## config.mk

```make
export PLATFORM = sky130hd
export DESIGN_NAME = fifo_stream_reader
export DESIGN_NICKNAME = d
export VERILOG_FILES = /design/src/rtl/fifo_stream_pkg.sv /design/src/rtl/stream_skid_buf.sv /design/src/rtl/fifo_stream_reader.sv
export SDC_FILE = /design/constraint.sdc
export NUM_CORES = 1
export LEC_CHECK = 0
export ABC_AREA = 1
export BUFFER_PORTS_ARGS = -buffer_cell sky130_fd_sc_hd__buf_2
export CORE_MARGIN = 3
export CORE_UTILIZATION = 59
export DETAILED_ROUTE_END_ITERATION = 10
export MAX_ROUTING_LAYER = met4
export PLACE_DENSITY = 0.9
export SYNTH_ARGS = -nofsm -noshare
export SYNTH_HDL_FRONTEND = slang
export SYNTH_SLANG_ARGS = --single-unit
export TNS_END_PERCENT = 20
```

## constraint.sdc

```tcl
create_clock -name clk -period 9.95 [get_ports clk]
set_input_delay 1.99 -clock clk [delete_from_list [all_inputs] [get_ports clk]]
set_output_delay 1.99 -clock clk [all_outputs]
set_load 0.02 [all_outputs]
```

## src/rtl/fifo_stream_pkg.sv

```systemverilog
// Shared types for the FIFO-to-stream reader: skid buffer occupancy states and depth.
package fifo_stream_pkg;

    localparam int SKID_DEPTH = 2;
    localparam int OCC_W      = $clog2(SKID_DEPTH + 1);

    typedef enum logic [1:0] {
        BUF_EMPTY = 2'd0,
        BUF_ONE   = 2'd1,
        BUF_TWO   = 2'd2
    } buf_state_e;

endpackage

```

## src/rtl/stream_skid_buf.sv

```systemverilog
// Two-entry in-order skid buffer; head entry drives the stream.
// Latency: push visible on o_valid/o_data the cycle after capture.
// Backpressure: holds head until i_pop; flush empties it and drops a same-cycle push.
module stream_skid_buf
    import fifo_stream_pkg::*;
#(
    parameter int DataWidth = 32
) (
    input  logic                 clk,
    input  logic                 i_rst,
    input  logic                 i_push,
    input  logic [DataWidth-1:0] i_push_data,
    input  logic                 i_pop,
    input  logic                 i_flush,
    output logic                 o_valid,
    output logic [DataWidth-1:0] o_data,
    output logic [OCC_W-1:0]     o_occ
);

    buf_state_e           state, state_next;
    logic [DataWidth-1:0] entry0, entry1;
    logic                 wr_head, wr_tail, shift;

    always_ff @(posedge clk or posedge i_rst) begin
        if (i_rst) state <= BUF_EMPTY;
        else       state <= state_next;
    end

    always_comb begin
        state_next = state;
        wr_head    = 1'b0;
        wr_tail    = 1'b0;
        shift      = 1'b0;
        case (state)
            BUF_EMPTY: begin
                if (i_push) begin
                    state_next = BUF_ONE;
                    wr_head    = 1'b1;
                end
            end
            BUF_ONE: begin
                if (i_push && !i_pop) begin
                    state_next = BUF_TWO;
                    wr_tail    = 1'b1;
                end else if (i_push && i_pop) begin
                    wr_head = 1'b1;
                end else if (i_pop) begin
                    state_next = BUF_EMPTY;
                end
            end
            BUF_TWO: begin
                if (i_pop) begin
                    shift = 1'b1;
                    if (i_push) wr_tail = 1'b1;
                    else        state_next = BUF_ONE;
                end
            end
            default: state_next = BUF_EMPTY;
        endcase
        if (i_flush) begin
            state_next = BUF_EMPTY;
            wr_head    = 1'b0;
            wr_tail    = 1'b0;
            shift      = 1'b0;
        end
    end

    always_ff @(posedge clk or posedge i_rst) begin
        if (i_rst) begin
            entry0 <= '0;
            entry1 <= '0;
        end else begin
            if (wr_head)    entry0 <= i_push_data;
            else if (shift) entry0 <= entry1;
            if (wr_tail)    entry1 <= i_push_data;
        end
    end

    always_comb begin
        o_occ = '0;
        case (state)
            BUF_ONE: o_occ = OCC_W'(1);
            BUF_TWO: o_occ = OCC_W'(2);
            default: o_occ = '0;
        endcase
    end

    assign o_valid = (state != BUF_EMPTY);
    assign o_data  = entry0;

    // The read-issue rule never lets a word land in a full buffer that is not draining.
    a_no_overflow: assert property (@(posedge clk) disable iff (i_rst)
        !(state == BUF_TWO && i_push && !i_pop && !i_flush));

endmodule

```

## src/rtl/fifo_stream_reader.sv

```systemverilog
// Drains a registered-read FIFO into a valid/ready stream at up to 1 word/cycle.
// Latency: read strobe in cycle N, o_valid in cycle N+2 (one FIFO cycle, one capture cycle).
// Backpressure: reads are issued only when the skid buffer can absorb them; i_ready feeds the issue path.
module fifo_stream_reader
    import fifo_stream_pkg::*;
#(
    parameter int DataWidth  = 32,
    parameter int CountWidth = 16
) (
    input  logic                  clk,
    input  logic                  i_rst,
    output logic                  o_fifo_read,
    input  logic [DataWidth-1:0]  i_fifo_read_data,
    input  logic                  i_fifo_empty,
    input  logic                  i_flush,
    output logic                  o_valid,
    output logic [DataWidth-1:0]  o_data,
    input  logic                  i_ready,
    output logic [CountWidth-1:0] o_beat_count
);

    logic             inflight;
    logic             pop;
    logic [OCC_W-1:0] occ;
    logic [OCC_W:0]   pending;
    logic [OCC_W:0]   room_limit;

    assign pop = o_valid && i_ready;

    // Entries held plus the word in flight, less the one leaving now, must stay below depth.
    assign pending     = {1'b0, occ} + (OCC_W + 1)'(inflight);
    assign room_limit  = (OCC_W + 1)'(SKID_DEPTH) + (OCC_W + 1)'(pop);
    assign o_fifo_read = !i_rst && !i_flush && !i_fifo_empty && (pending < room_limit);

    always_ff @(posedge clk or posedge i_rst) begin
        if (i_rst) inflight <= 1'b0;
        else       inflight <= o_fifo_read;
    end

    always_ff @(posedge clk or posedge i_rst) begin
        if (i_rst)                 o_beat_count <= '0;
        else if (pop && !i_flush)  o_beat_count <= o_beat_count + CountWidth'(1);
    end

    stream_skid_buf #(
        .DataWidth(DataWidth)
    ) u_skid (
        .clk        (clk),
        .i_rst      (i_rst),
        .i_push     (inflight),
        .i_push_data(i_fifo_read_data),
        .i_pop      (pop),
        .i_flush    (i_flush),
        .o_valid    (o_valid),
        .o_data     (o_data),
        .o_occ      (occ)
    );

endmodule

```

## Yosys cells after proc, flatten, opt, wreduce, memory -nomap -nowiden

Index checks and enable logic that the tools add are counted.

- Flip-flop bits (word level): 83
- Output and inout bits: 50
- Logic and storage cells: 54

- $add $sub $neg: 3
- Order comparisons: 1
- Equal/unequal tests: 7
- Multiplexer cells: 23
- Reductions and logical operators: 15

Operators with widths:

| operator | number |
|---|---|
| 2-to-1 mux 32 bit | 2 |
| adder 16 x 1 -> 16 bit (second input constant) | 1 |
| 2-to-1 mux 2 bit | 7 |
| 2-to-1 mux 1 bit | 10 |
| != test 3 bit (second input constant) | 3 |
| != test 4 x 3 -> 1 bit (second input constant) | 2 |
| logical AND 1 bit | 7 |
| case mux 2 bit (3 select lines) | 1 |
| AND reduction 5 bit | 1 |
| logical NOT 1 bit | 4 |
| case mux 1 bit (2 select lines) | 2 |
| case mux 2 bit (2 select lines) | 1 |
| nonzero test 2 bit | 2 |
| adder 2 x 1 -> 3 bit | 1 |
| adder 2 x 1 -> 3 bit (first input constant) | 1 |
| < comparator 3 bit | 1 |
| == test 2 x 1 -> 1 bit (second input constant) | 1 |
| == test 2 bit (second input constant) | 1 |
| logical NOT 2 bit | 1 |

## Longest topological paths before layout

- Word-level depth: 8
- Mapped depth: 11
- Depth with buffers taken out: 11

## Modules after synthesis

From an unflattened synthesis, not the netlist that was laid out.

- Cell total of the unflattened synthesis: 473
- Area total of the unflattened synthesis: 4202.8 µm²

Modules (own cells, without submodules):

| module | instances | cells each | area an instance (µm²) |
|---|---|---|---|
| stream_skid_buf | 1 | 360 | 3256.9 |
| fifo_stream_reader | 1 | 113 | 945.9 |

## Worst setup path after synthesis

No wires, ideal clock.

- Path kind: in2out
- Start: input port i_rst
- End: output port o_fifo_read
- Data arrival time: 4.641 ns
- Data required time: 7.960 ns
- Path slack: 3.319 ns
- Stages: 3
- Buffers on the path: 0
- Cells stage by stage: inv_1 > nand2_1 > nor4_1

- Cells in the longest elaborated chain, start to end: 4

Ends and longest elaborated chain:

| item | RTL line | source |
|---|---|---|
| start: declaration | fifo_stream_reader.sv:11 | `input logic i_rst,` |
| logical NOT 1 bit (no source line) | - |  |
| logical AND 1 bit (3 in series) | fifo_stream_reader.sv:33 | `assign o_fifo_read = !i_rst && !i_flush && !i_fifo_empty && (pending < room_limit);` |
| end: declaration | fifo_stream_reader.sv:12 | `output logic o_fifo_read,` |

No other way between the ends.

## Final worst setup path

- Start: input port i_flush
- End: output port o_fifo_read

- Cells in the longest elaborated chain, start to end: 4

Ends and longest elaborated chain:

| item | RTL line | source |
|---|---|---|
| start: declaration | fifo_stream_reader.sv:15 | `input logic i_flush,` |
| logical NOT 1 bit | fifo_stream_reader.sv:33 |  |
| logical AND 1 bit (3 in series) | fifo_stream_reader.sv:33 |  |

No other way between the ends.

==> summary.md <==
| Metric | Value |
|---|---|
| Outcome | complete, no violations |
| Fin Hold WS | 0.485 ns |
| Sw Share | 37.7% |
| Vias in the first global route | 3436 |
| CTS tree | built |
| CTS buffer count | 9 |
| Tmin final | 5.33 ns |
| Largest net degree at the start of global routing | 84 |
| Final nets | 638 |
| Antenna diodes | 0 |
| Post-route DRC violation count | 0 |
| Final Setup Violations | 0 |
| Worst-path fanout max | 39 |
| Cell count after synthesis | 521 |
| Cells after DPL | 679 |
| Worst hold path class | reg2reg |
| Area delta synth->final | 13.0% |
| Port Buffer Count | 86 |
| Hold Vio Cnt, Final | 0 |
| CTS Sinks | 83 |
| WL per Instance | 13.0 um |
| Max VDD drop | 0.165 mV |
| Post-CTS Setup Inserts | 0 |
| Setup TNS | 0 ns |
| H-tree levels | 3 |
| Fmax | 188 MHz |
| Die area | 8400 sq um |
| Post-synthesis sequential area ratio | 48.0% |
| DP HPWL | 5920 um |
| Final Util | 70.5% |
| Initial antenna violation count | 0 |
| GRT Overall Usage | 22.7% |
| Post-CTS sizing | 0 |
| Flop pwr share | 45.1% |
| Crit start category | primary input |
| Final GP Congestion | 0.914 |
| Crit Path Class | in2out |
| CTS root buf | clkbuf_8 |
| Power Dens Cells | 243 nW/um^2 |
| Yosys synthesis warning count | 0 |
| Cts hold-fix bufs | 0 |
| IO Count | 87 |
| Routed via count | 3595 |
| Std cell rows | 30 |
| Rel. slew slack | 31.9% |
| RSZ-0062 raised after global routing | false |
| Worst Path Required | 7.96 ns |
| Yosys cell types | 23 |
| Leakage Power | 2.59 nW |
| CTS clk-pin slew, worst paths | 0.08 ns |
| CP Capture Type | output port |
| Logic pwr share | 34.3% |
| Final setup skew | 0.0134 ns |
| # fillers | 550 |
| Avg Inst Size Synth | 8.31 sq um |
| Net Sw Power | 0.449 mW |
| Yosys reg bits | 83 |
| Die height | 91.7 um |
| Initial Util | 62.3% |
| Worst-skew pair later-pin latency | 0.34 ns |
| DR pass1 iterations | 5 |
| Clock Tree Buf Depth | 2 |
| Max-cap viol count | 0 |
| Non-Filler Instances | 695 |
| Die width | 91.7 um |
| Final wirelength | 9000 um |
| Global route overflow | 0 |
| Pins Over Slew Limit | 0 |
| Worst-margin pin slew | 1.02 ns |
| Cell internal pwr | 0.741 mW |
| Final ANT Viol Nets | 0 |
| Area of the mapped netlist | 4330 sq um |
| CORE AREA | 6940 sq um |
| Mapped Nets | 565 |
| Clock share of power | 20.6% |
| Global-route wire length before repair | 15200 um |
| Layout cells sized above 1 | 24.9% |
| Final period util | 53.5% |
| Via density | 5.17 |
| DR iter-0 viols | 192 |
| Arrival @ worst endpoint | 3.34 ns |
| Total power draw | 1.19 mW |
registers in the layout, indices dropped and copies added (netlist names):
signal / flops
inflight: 1
o_beat_count: 16
u_skid.entry1: 32
u_skid.o_data: 32
u_skid.state: 2
final cells by class:
| type | instances | area, sq um | area share, % |
|---|---|---|---|
| Sequential cell | 83 | 2080 | 42.4 |
| Multi-Input combinational cell | 329 | 1740 | 35.5 |
| Timing Repair Buffer | 87 | 438 | 8.95 |
| Inverter | 84 | 317 | 6.47 |
| Clock buffer | 12 | 155 | 3.17 |
| Tap cell | 96 | 120 | 2.45 |
| Clock inverter | 4 | 48.8 | 0.997 |
cell families after synthesis:
group                    Yosys count  share of synthesized area (%)
buffers and inverters            109                           11.9
AND/OR/NAND/NOR                  275                           28.9
adder cells (fa/ha/maj)            7                           2.02
XOR/XNOR                          12                           2.43
flip-flops                        83                           48.0
AO/OA/AOI/OAI                     35                           6.82
cells in the final DEF, fill, tap and decap left out:
master	n
nand2_4	3
xnor2_1	6
dfrtp_1	83
nand2_1	109
nor2_1	45
nand3_4	2
o21ai_0	3
xor2_1	6
clkbuf_1	1
clkinv_2	3
nand4_1	5
clkbuf_8	11
inv_2	4
buf_2	86
ha_1	7
nor3_2	1
inv_1	79
nor4_1	1
clkinv_4	1
nand3_1	103
o21ai_2	32
nand2_2	3
nor3_1	2
nor2_4	1
buf_4	1
bufinv_16	1
cells in the mapped netlist:
| cell type | count | area, sq um |
|---|---|---|
| nor3_2 | 1 | 10.0 |
| xnor2_1 | 6 | 52.6 |
| nand3_4 | 2 | 35.0 |
| ha_1 | 7 | 87.6 |
| nand3_1 | 103 | 515 |
| o21ai_0 | 3 | 15.0 |
| inv_1 | 80 | 300 |
| nor2_1 | 45 | 169 |
| nor3_1 | 2 | 10.0 |
| nand4_1 | 5 | 31.3 |
| nand2_2 | 3 | 18.8 |
| buf_6 | 12 | 135 |
| nand2_4 | 3 | 33.8 |
| dfrtp_1 | 83 | 2080 |
| xor2_1 | 6 | 52.6 |
| nor4_1 | 1 | 6.26 |
| inv_2 | 4 | 15.0 |
| buf_4 | 1 | 7.51 |
| nor2_4 | 1 | 11.3 |
| clkbuf_1 | 3 | 11.3 |
| o21ai_2 | 32 | 280 |
| nand2_1 | 109 | 409 |
| buf_2 | 9 | 45.0 |
critical path, cell delays in order:
cell and delay (ns):
buf_2 0.11, inv_2 0.55, nand2_1 0.10, nor4_1 0.32, buf_2 0.23
metrics by stage:
step,setup slack (ns),area (sq um)
final,4.62,4890
after global routing,4.50,4890
after CTS,4.62,4890
after detailed placement,4.59,4690
after global placement,4.68,4690
after floorplan,3.32,4330
routing by layer:
layer  GRT usage (%)  vias to the layer above  wire (um)  part of all wire, %
met5               -                        -          0                    0
met4            10.1                        0        152                  1.7
met3            3.77                       14        561                  6.2
met2            36.1                      105       4370                   49
met1            28.7                     1700       3920                   44
li1                -                     1776          -                    -
final timing paths:
| path | start | end | slack, ns | cells past startpoint |
|---|---|---|---|---|
| worst max-delay path | i_flush | o_fifo_read | 4.62 | 5 |
| worst min register to register | u_skid.entry1[18]$_DFFE_PP0P_ | u_skid.entry1[18]$_DFFE_PP0P_ | 0.49 | 2 |
| max in group asynchronous | i_rst | u_skid.o_data[25]$_DFFE_PP0P_ | 7.33 | 3 |
| worst max register to register | u_skid.state[0]$_DFFE_PP0P_ | u_skid.entry1[7]$_DFFE_PP0P_ | 7.60 | 10 |
| min in group asynchronous | i_rst | inflight$_DFF_PP0_ | 1.96 | 3 |
| worst min-delay path | u_skid.entry1[18]$_DFFE_PP0P_ | u_skid.entry1[18]$_DFFE_PP0P_ | 0.49 | 2 |
power groups by stage:
stage	sequential, mW	clock, mW	combinational, mW
6_report	0.537	0.246	0.408
5_1_grt	0.553	0.263	0.452
4_1_cts	0.537	0.252	0.414
3_5_place_dp	0.543	0	0.409
3_3_place_gp	0.536	0	0.395
2_1_floorplan	0.618	0	0.203
Note: power is estimated with default switching activity, not from simulation.
